==> src/rtl/serial_add_pkg.sv <==
// rtl/serial_add_pkg.sv - shared constants and state type for the bit-serial adder
package serial_add_pkg;

  localparam logic [1:0] ST_IDLE = 2'd0;
  localparam logic [1:0] ST_RUN  = 2'd1;
  localparam logic [1:0] ST_DONE = 2'd2;

  localparam int SERIAL_ADD_DEFAULT_WIDTH = 8;

  typedef enum logic [1:0] {
    S_IDLE = ST_IDLE,
    S_RUN  = ST_RUN,
    S_DONE = ST_DONE
  } state_e;

endpackage

==> src/rtl/serial_add_ctrl_if.sv <==
// rtl/serial_add_ctrl_if.sv - request/result bundle of the serial adder; ovf exists with SERIAL_ADD_OVF_EN
interface serial_add_ctrl_if #(
  parameter int WIDTH = 8
);

  logic             start;
  logic [WIDTH-1:0] a;
  logic [WIDTH-1:0] b;
  logic             cin;
  logic             busy;
  logic             done;
  logic [WIDTH-1:0] sum;
  logic             cout;
`ifdef SERIAL_ADD_OVF_EN
  logic             ovf;

  modport master (output start, a, b, cin, input busy, done, sum, cout, ovf);
  modport slave  (input start, a, b, cin, output busy, done, sum, cout, ovf);
`else
  modport master (output start, a, b, cin, input busy, done, sum, cout);
  modport slave  (input start, a, b, cin, output busy, done, sum, cout);
`endif

endinterface

==> src/rtl/fulladder.sv <==
// rtl/fulladder.sv - single-bit full adder cell
module fulladder (
  output logic s,
  output logic cout,
  input  logic a,
  input  logic b,
  input  logic cin
);

  assign s    = a ^ b ^ cin;
  assign cout = (a & b) | (cin & (a ^ b));

endmodule

==> src/rtl/serial_add_ctrl.sv <==
// rtl/serial_add_ctrl.sv - LSB-first bit-serial adder reusing one fulladder over WIDTH cycles
// SERIAL_ADD_OVF_EN adds a registered signed-overflow output.
module serial_add_ctrl
  import serial_add_pkg::*;
#(
  parameter int WIDTH = SERIAL_ADD_DEFAULT_WIDTH
) (
  input logic               clk,
  input logic               rst_n,
  serial_add_ctrl_if.slave  bus
);

  localparam int               CNT_W   = $clog2(WIDTH);
  localparam logic [CNT_W-1:0] CNT_MAX = CNT_W'(WIDTH - 1);

  state_e           state_q, state_d;
  logic [WIDTH-1:0] a_sh_q, a_sh_d;
  logic [WIDTH-1:0] b_sh_q, b_sh_d;
  logic [WIDTH-1:0] sum_sh_q, sum_sh_d;
  logic [WIDTH-1:0] sum_q, sum_d;
  logic [CNT_W-1:0] cnt_q, cnt_d;
  logic             c_q, c_d;
  logic             cout_q, cout_d;
  logic             fa_s, fa_cout;

  fulladder u_fa (
    .s    (fa_s),
    .cout (fa_cout),
    .a    (a_sh_q[0]),
    .b    (b_sh_q[0]),
    .cin  (c_q)
  );

`ifdef SERIAL_ADD_OVF_EN
  logic ovf_q, ovf_d;
  assign bus.ovf = ovf_q;
`endif

  always_comb begin
    state_d  = state_q;
    a_sh_d   = a_sh_q;
    b_sh_d   = b_sh_q;
    sum_sh_d = sum_sh_q;
    sum_d    = sum_q;
    cnt_d    = cnt_q;
    c_d      = c_q;
    cout_d   = cout_q;
`ifdef SERIAL_ADD_OVF_EN
    ovf_d    = ovf_q;
`endif
    case (state_q)
      S_IDLE, S_DONE: begin
        if (bus.start) begin
          state_d  = S_RUN;
          a_sh_d   = bus.a;
          b_sh_d   = bus.b;
          c_d      = bus.cin;
          cnt_d    = '0;
          sum_sh_d = '0;
        end else begin
          state_d = S_IDLE;
        end
      end
      S_RUN: begin
        a_sh_d   = a_sh_q >> 1;
        b_sh_d   = b_sh_q >> 1;
        sum_sh_d = {fa_s, sum_sh_q[WIDTH-1:1]};
        c_d      = fa_cout;
        cnt_d    = cnt_q + CNT_W'(1);
        // Last bit: publish the result including the bit computed this cycle.
        if (cnt_q == CNT_MAX) begin
          state_d = S_DONE;
          sum_d   = sum_sh_d;
          cout_d  = fa_cout;
`ifdef SERIAL_ADD_OVF_EN
          ovf_d   = c_q ^ fa_cout;
`endif
        end
      end
      default: state_d = S_IDLE;
    endcase
  end

  always_ff @(posedge clk) begin
    if (!rst_n) begin
      state_q  <= S_IDLE;
      a_sh_q   <= '0;
      b_sh_q   <= '0;
      sum_sh_q <= '0;
      sum_q    <= '0;
      cnt_q    <= '0;
      c_q      <= 1'b0;
      cout_q   <= 1'b0;
`ifdef SERIAL_ADD_OVF_EN
      ovf_q    <= 1'b0;
`endif
    end else begin
      state_q  <= state_d;
      a_sh_q   <= a_sh_d;
      b_sh_q   <= b_sh_d;
      sum_sh_q <= sum_sh_d;
      sum_q    <= sum_d;
      cnt_q    <= cnt_d;
      c_q      <= c_d;
      cout_q   <= cout_d;
`ifdef SERIAL_ADD_OVF_EN
      ovf_q    <= ovf_d;
`endif
    end
  end

  assign bus.busy = (state_q == S_RUN);
  assign bus.done = (state_q == S_DONE);
  assign bus.sum  = sum_q;
  assign bus.cout = cout_q;

endmodule
==> src/flat_wrapper.sv <==
// flat-port wrapper written by rule: the top's interface ports become plain ports
module serial_add_ctrl_flat import serial_add_pkg::*;
#(
  parameter int WIDTH = SERIAL_ADD_DEFAULT_WIDTH
)
  (clk, rst_n, bus_start, bus_a, bus_b, bus_cin, bus_busy, bus_done, bus_sum, bus_cout);
  serial_add_ctrl_if #(.WIDTH(WIDTH)) bus_i ();
  input logic clk;
  input logic rst_n;
  input wire logic [$bits(bus_i.start)-1:0] bus_start;
  input wire logic [$bits(bus_i.a)-1:0] bus_a;
  input wire logic [$bits(bus_i.b)-1:0] bus_b;
  input wire logic [$bits(bus_i.cin)-1:0] bus_cin;
  output wire logic [$bits(bus_i.busy)-1:0] bus_busy;
  output wire logic [$bits(bus_i.done)-1:0] bus_done;
  output wire logic [$bits(bus_i.sum)-1:0] bus_sum;
  output wire logic [$bits(bus_i.cout)-1:0] bus_cout;
  assign bus_i.start = bus_start;
  assign bus_i.a = bus_a;
  assign bus_i.b = bus_b;
  assign bus_i.cin = bus_cin;
  assign bus_busy = bus_i.busy;
  assign bus_done = bus_i.done;
  assign bus_sum = bus_i.sum;
  assign bus_cout = bus_i.cout;
  serial_add_ctrl #(.WIDTH(WIDTH)) u_core (.clk(clk), .rst_n(rst_n), .bus(bus_i));
endmodule
==> config.mk <==
export PLATFORM = sky130hd
export DESIGN_NAME = serial_add_ctrl_flat
export DESIGN_NICKNAME = d
export VERILOG_FILES = /design/src/rtl/serial_add_pkg.sv /design/src/rtl/serial_add_ctrl_if.sv /design/src/rtl/fulladder.sv /design/src/rtl/serial_add_ctrl.sv /design/src/flat_wrapper.sv
export SDC_FILE = /design/constraint.sdc
export NUM_CORES = 1
export LEC_CHECK = 0
export BUFFER_PORTS_ARGS = -buffer_cell sky130_fd_sc_hd__buf_2
export CORE_MARGIN = 3
export CORE_UTILIZATION = 57
export CTS_BUF_LIST = sky130_fd_sc_hd__clkbuf_8
export CTS_CLUSTER_DIAMETER = 50
export DETAILED_ROUTE_END_ITERATION = 16
export GPL_ROUTABILITY_DRIVEN = 0
export GPL_TIMING_DRIVEN = 0
export PLACE_DENSITY = 0.91
export SETUP_SLACK_MARGIN = 0.2
export SLEW_MARGIN = 20
export SYNTH_ARGS = -nofsm -noshare
export SYNTH_HDL_FRONTEND = slang
export SYNTH_HIERARCHICAL = 1
export SYNTH_SLANG_ARGS = --single-unit
==> constraint.sdc <==
create_clock -name clk -period 1.6 [get_ports clk]
set_input_delay 0.16 -clock clk [delete_from_list [all_inputs] [get_ports clk]]
set_output_delay 0.16 -clock clk [all_outputs]
set_load 0.01 [all_outputs]
==> summary.md <==
| Metric | Value |
|---|---|
| Worst-Margin Slew | `0.4036 ns` |
| Synth unique cells | `25` |
| Period utilization | `83.35%` |
| IO buf count | `29` |
| Post-route insts no fill | `258` |
| Post-synthesis sequential area ratio | `44.25%` |
| Top FF cell, synth | `dfxtp_1` |
| Grt ovf | `0` |
| Placed cell count | `250` |
| Data required time of the worst path | `1.44 ns` |
| Max stage delay on crit path | `0.32 ns` |
| Fmax | `between 700 and 800 MHz` |
| Worst path top cell family by delay | `buffers and inverters` |
| Area leader, netlist | `dfxtp_1` |
| Share of the synthesized area in the top cell type | `between 40 and 50%` |
| Relative slew slack | `73.09%` |
| Post-layout minimum cycle time | `approximately 1.3 ns` |
| DRT met1 WL | `1532 microns` |
| # H-tree levels | `2` |
| Simple-gate share of the synthesized area | `24.02%` |
| Routed WL | `3378 microns` |
| Final hold vios | `0` |
| Max Used Layer | `met4` |
| DRC Markers | `0` |
| Antenna Nets Post-Route | `0` |
| Largest net degree at the start of global routing | `11` |
| Outcome | `finished, final reports clean` |
| Setup Viol. Count Final | `0` |
| Syn_area_per_cell | `9.048 sq um` |
| DR WL/cell | `around 13 microns` |
| Critical path, cell by cell | `nand2b_1, buf_6, clkinv_2, buf_6, buf_6` |
| Leakage power | `0.7955 nW` |
| Diode count | `0` |
| Vias | `1397` |
| Crit path launch type | `flip-flop` |
| Synth async-reset ratio | `0%` |
| Num CTS Buffers | `5` |
| CTS root buf | `clkbuf_8` |
| Syn. warnings | `6` |
| Initial DRC Count | `62` |
| Synth area leaders | `dfxtp_1 (44%), nand2_1 (11%), nand3_2 (8.2%)` |
| Main combinational cell family by area after synthesis | `simple AND/OR/NAND/NOR gates` |
| Worst hold path class | `input pin to flip-flop` |
| Std cell rows | `19` |
| Gr usage total | `between 20% and 30%` |
| Xor/xnor share of the synthesized area | `0%` |
| Core area | `0.002805 sq mm` |
| Worst vdd ir | `0.5932 mV` |
| Compound-Gate Fraction of Synth Area | `20.74%` |
| WL met3 | `216 microns` |
| Initial antenna violation count | `0` |
| P&R area growth vs syn | `16.08%` |
| TritonCTS Sinks | `38` |
| IO Pins | `31` |
| First-pass GRT wire length | `5506 microns` |
| Pins Over Slew Limit | `0` |
| Die ar. | `0.003711 sq mm` |
| Worst Path Class, Setup | `flip-flop to output port` |
| CP Max Fanout | `10` |
| Vias in the first global route | `1209` |
| Post-synthesis adder-cell area fraction | `2.620%` |
| Die Y | `roughly 60 microns` |
| Clock buffer depth | `2` |
| Fillers | `around 230` |
| Post-synth EDFFs | `0` |
| Routed wl met2 | `1589 microns` |
| RSZ-0062 raised after global routing | `no` |
| Power Dens Cells | `945.5 mW/mm^2` |
| CTS tree | `built` |
| Initial core utilization | `about three fifths` |
| Layout Nets | `250` |
| Top cells by count, synth | `nand2_1 (50), dfxtp_1 (38), o21ai_1 (16)` |
| Vias per Instance | `5.415` |
| CP endpoint kind | `output port` |
| Drt first pass iters | `4` |
| Die width | `60.92 microns` |
| Count leader, synth | `nand2_1` |
| Reg2reg setup slack | `0.27 ns` |
| Worst skew pair latency | `0.28 ns` |
| CP dominant cell by count | `buf_6` |
| Reg clk slew, reported paths | `0.07 ns` |
| Buf/Inv on CP | `4` |
| Max-Cap Viols | `0` |
| Syn_nets | `213` |
| Total power | `0.001887 W` |
| Post-synthesis cell area | `0.001719 sq mm` |
| Synth Instances | `190` |
| CP max stage cell | `dfxtp_2` |
| Hpwl dp | `2336 microns` |
| Fraction of layout cells with a size suffix above 1 | `31.72%` |
| Flops & latches, synth | `38` |
| Worst Skew | `0.003933 ns` |
| CP arrival | `1.17 ns` |
| Setup_tns | `0 ns` |
| Multiplexer share of the synthesized area | `0%` |
==> logic make-up (layout without fill, tap and decap cells) <==
group	count (synthesis)	in the layout
and+or+nand+nor	79	79
AOI/OAI and AO/OA	52	52
DFF	38	38
buffers and inverters	18	55
adders and majority gates	3	3
==> stage by stage <==
stage	util (%)	area (sq um)	setup slack (ns)	hold WS, ns
2_1_floorplan	-	1719	0.4463	0.3044
3_3_place_gp	67.84	1903	0.3129	0.4097
3_5_place_dp	67.84	1903	0.2617	0.4129
4_1_cts	70.56	1979	0.2093	0.1121
5_1_grt	71.14	1996	0.2088	0.1285
6_report	71.14	1996	0.2664	0.1160
==> cell type report <==
class	count	area (sq um)	area share, %
multi-input cells	134	814.5	40.82
flip-flops and latches	38	763.2	38.24
repair buffers	30	158.9	7.962
plain buffers	17	138.9	6.959
clock buffers	5	68.82	3.448
well taps	31	38.79	1.944
clock inverters	2	7.507	0.3762
inverters	1	5.005	0.2508
==> what timing repair did <==
| item | CTS | global route |
|---|---|---|
| hold endpoints to repair | 0 | 0 |
| setup endpoints to repair | 0 | 1 |
| gates resized for setup | 0 | 3 |
| hold buffers | 0 | 0 |
| buffers inserted | 0 | 1 |
==> sequential cells by signal (all words and copies together) (netlist names) <==
name             flops
u_core/a_sh_q        8
u_core/b_sh_q        8
u_core/bus.cout      1
u_core/bus.sum       8
u_core/c_q           1
u_core/cnt_q         3
u_core/state_q       2
u_core/sum_sh_q      7
==> metal layers <==
| layer | global-route usage (%) | vias to the layer above |
|---|---|---|
| li1 | - | 720 |
| met1 | 25.95 | 630 |
| met2 | 30.84 | 43 |
| met3 | 7.660 | 4 |
| met4 | 7.430 | 0 |
| met5 | 0 | - |
==> power by group <==
| group | total (W) | leakage, nW | switching (W) | internal, W |
|---|---|---|---|---|
| Combinational | 0.000271 | 0.438 | 0.000148 | 0.000123 |
| Clock | 0.000592 | 0.0466 | 0.000305 | 0.000287 |
| Sequential | 0.00102 | 0.311 | 0.0000295 | 0.000994 |
==> final timing paths <==
path                                                startpoint                        endpoint  depth (start not counted)
worst max-delay path            u_core/state_q[1]$_SDFFE_PN0P_                        bus_busy                          5
worst min-delay path                                  bus_a[7]   u_core/a_sh_q[7]$_SDFFE_PN0P_                          3
worst max register to register    u_core/cnt_q[0]$_SDFFE_PN0P_  u_core/bus.sum[7]$_SDFFE_PN0P_                          5
worst min register to register  u_core/bus.sum[4]$_SDFFE_PN0P_  u_core/bus.sum[4]$_SDFFE_PN0P_                          2
==> cells in the final DEF (no fill, tap or decap), types with 3 or more instances in the layout <==
cell	instances
nand2_1	50
dfxtp_1	36
buf_2	33
o21ai_1	16
a21boi_1	15
nand3_2	14
a31oi_1	14
nand3_1	6
clkbuf_8	5
buf_6	5
a21boi_2	5
buf_4	4
clkbuf_1	3
==> tightest hold or removal path, delay by kind of cell <==
kind,cells,cell delay (ns)
AOI/OAI and AO/OA,1,0.04
buffers and inverters,1,0.09
and+or+nand+nor,1,0.06
No activity file was read; power rests on OpenSTA's default activity.
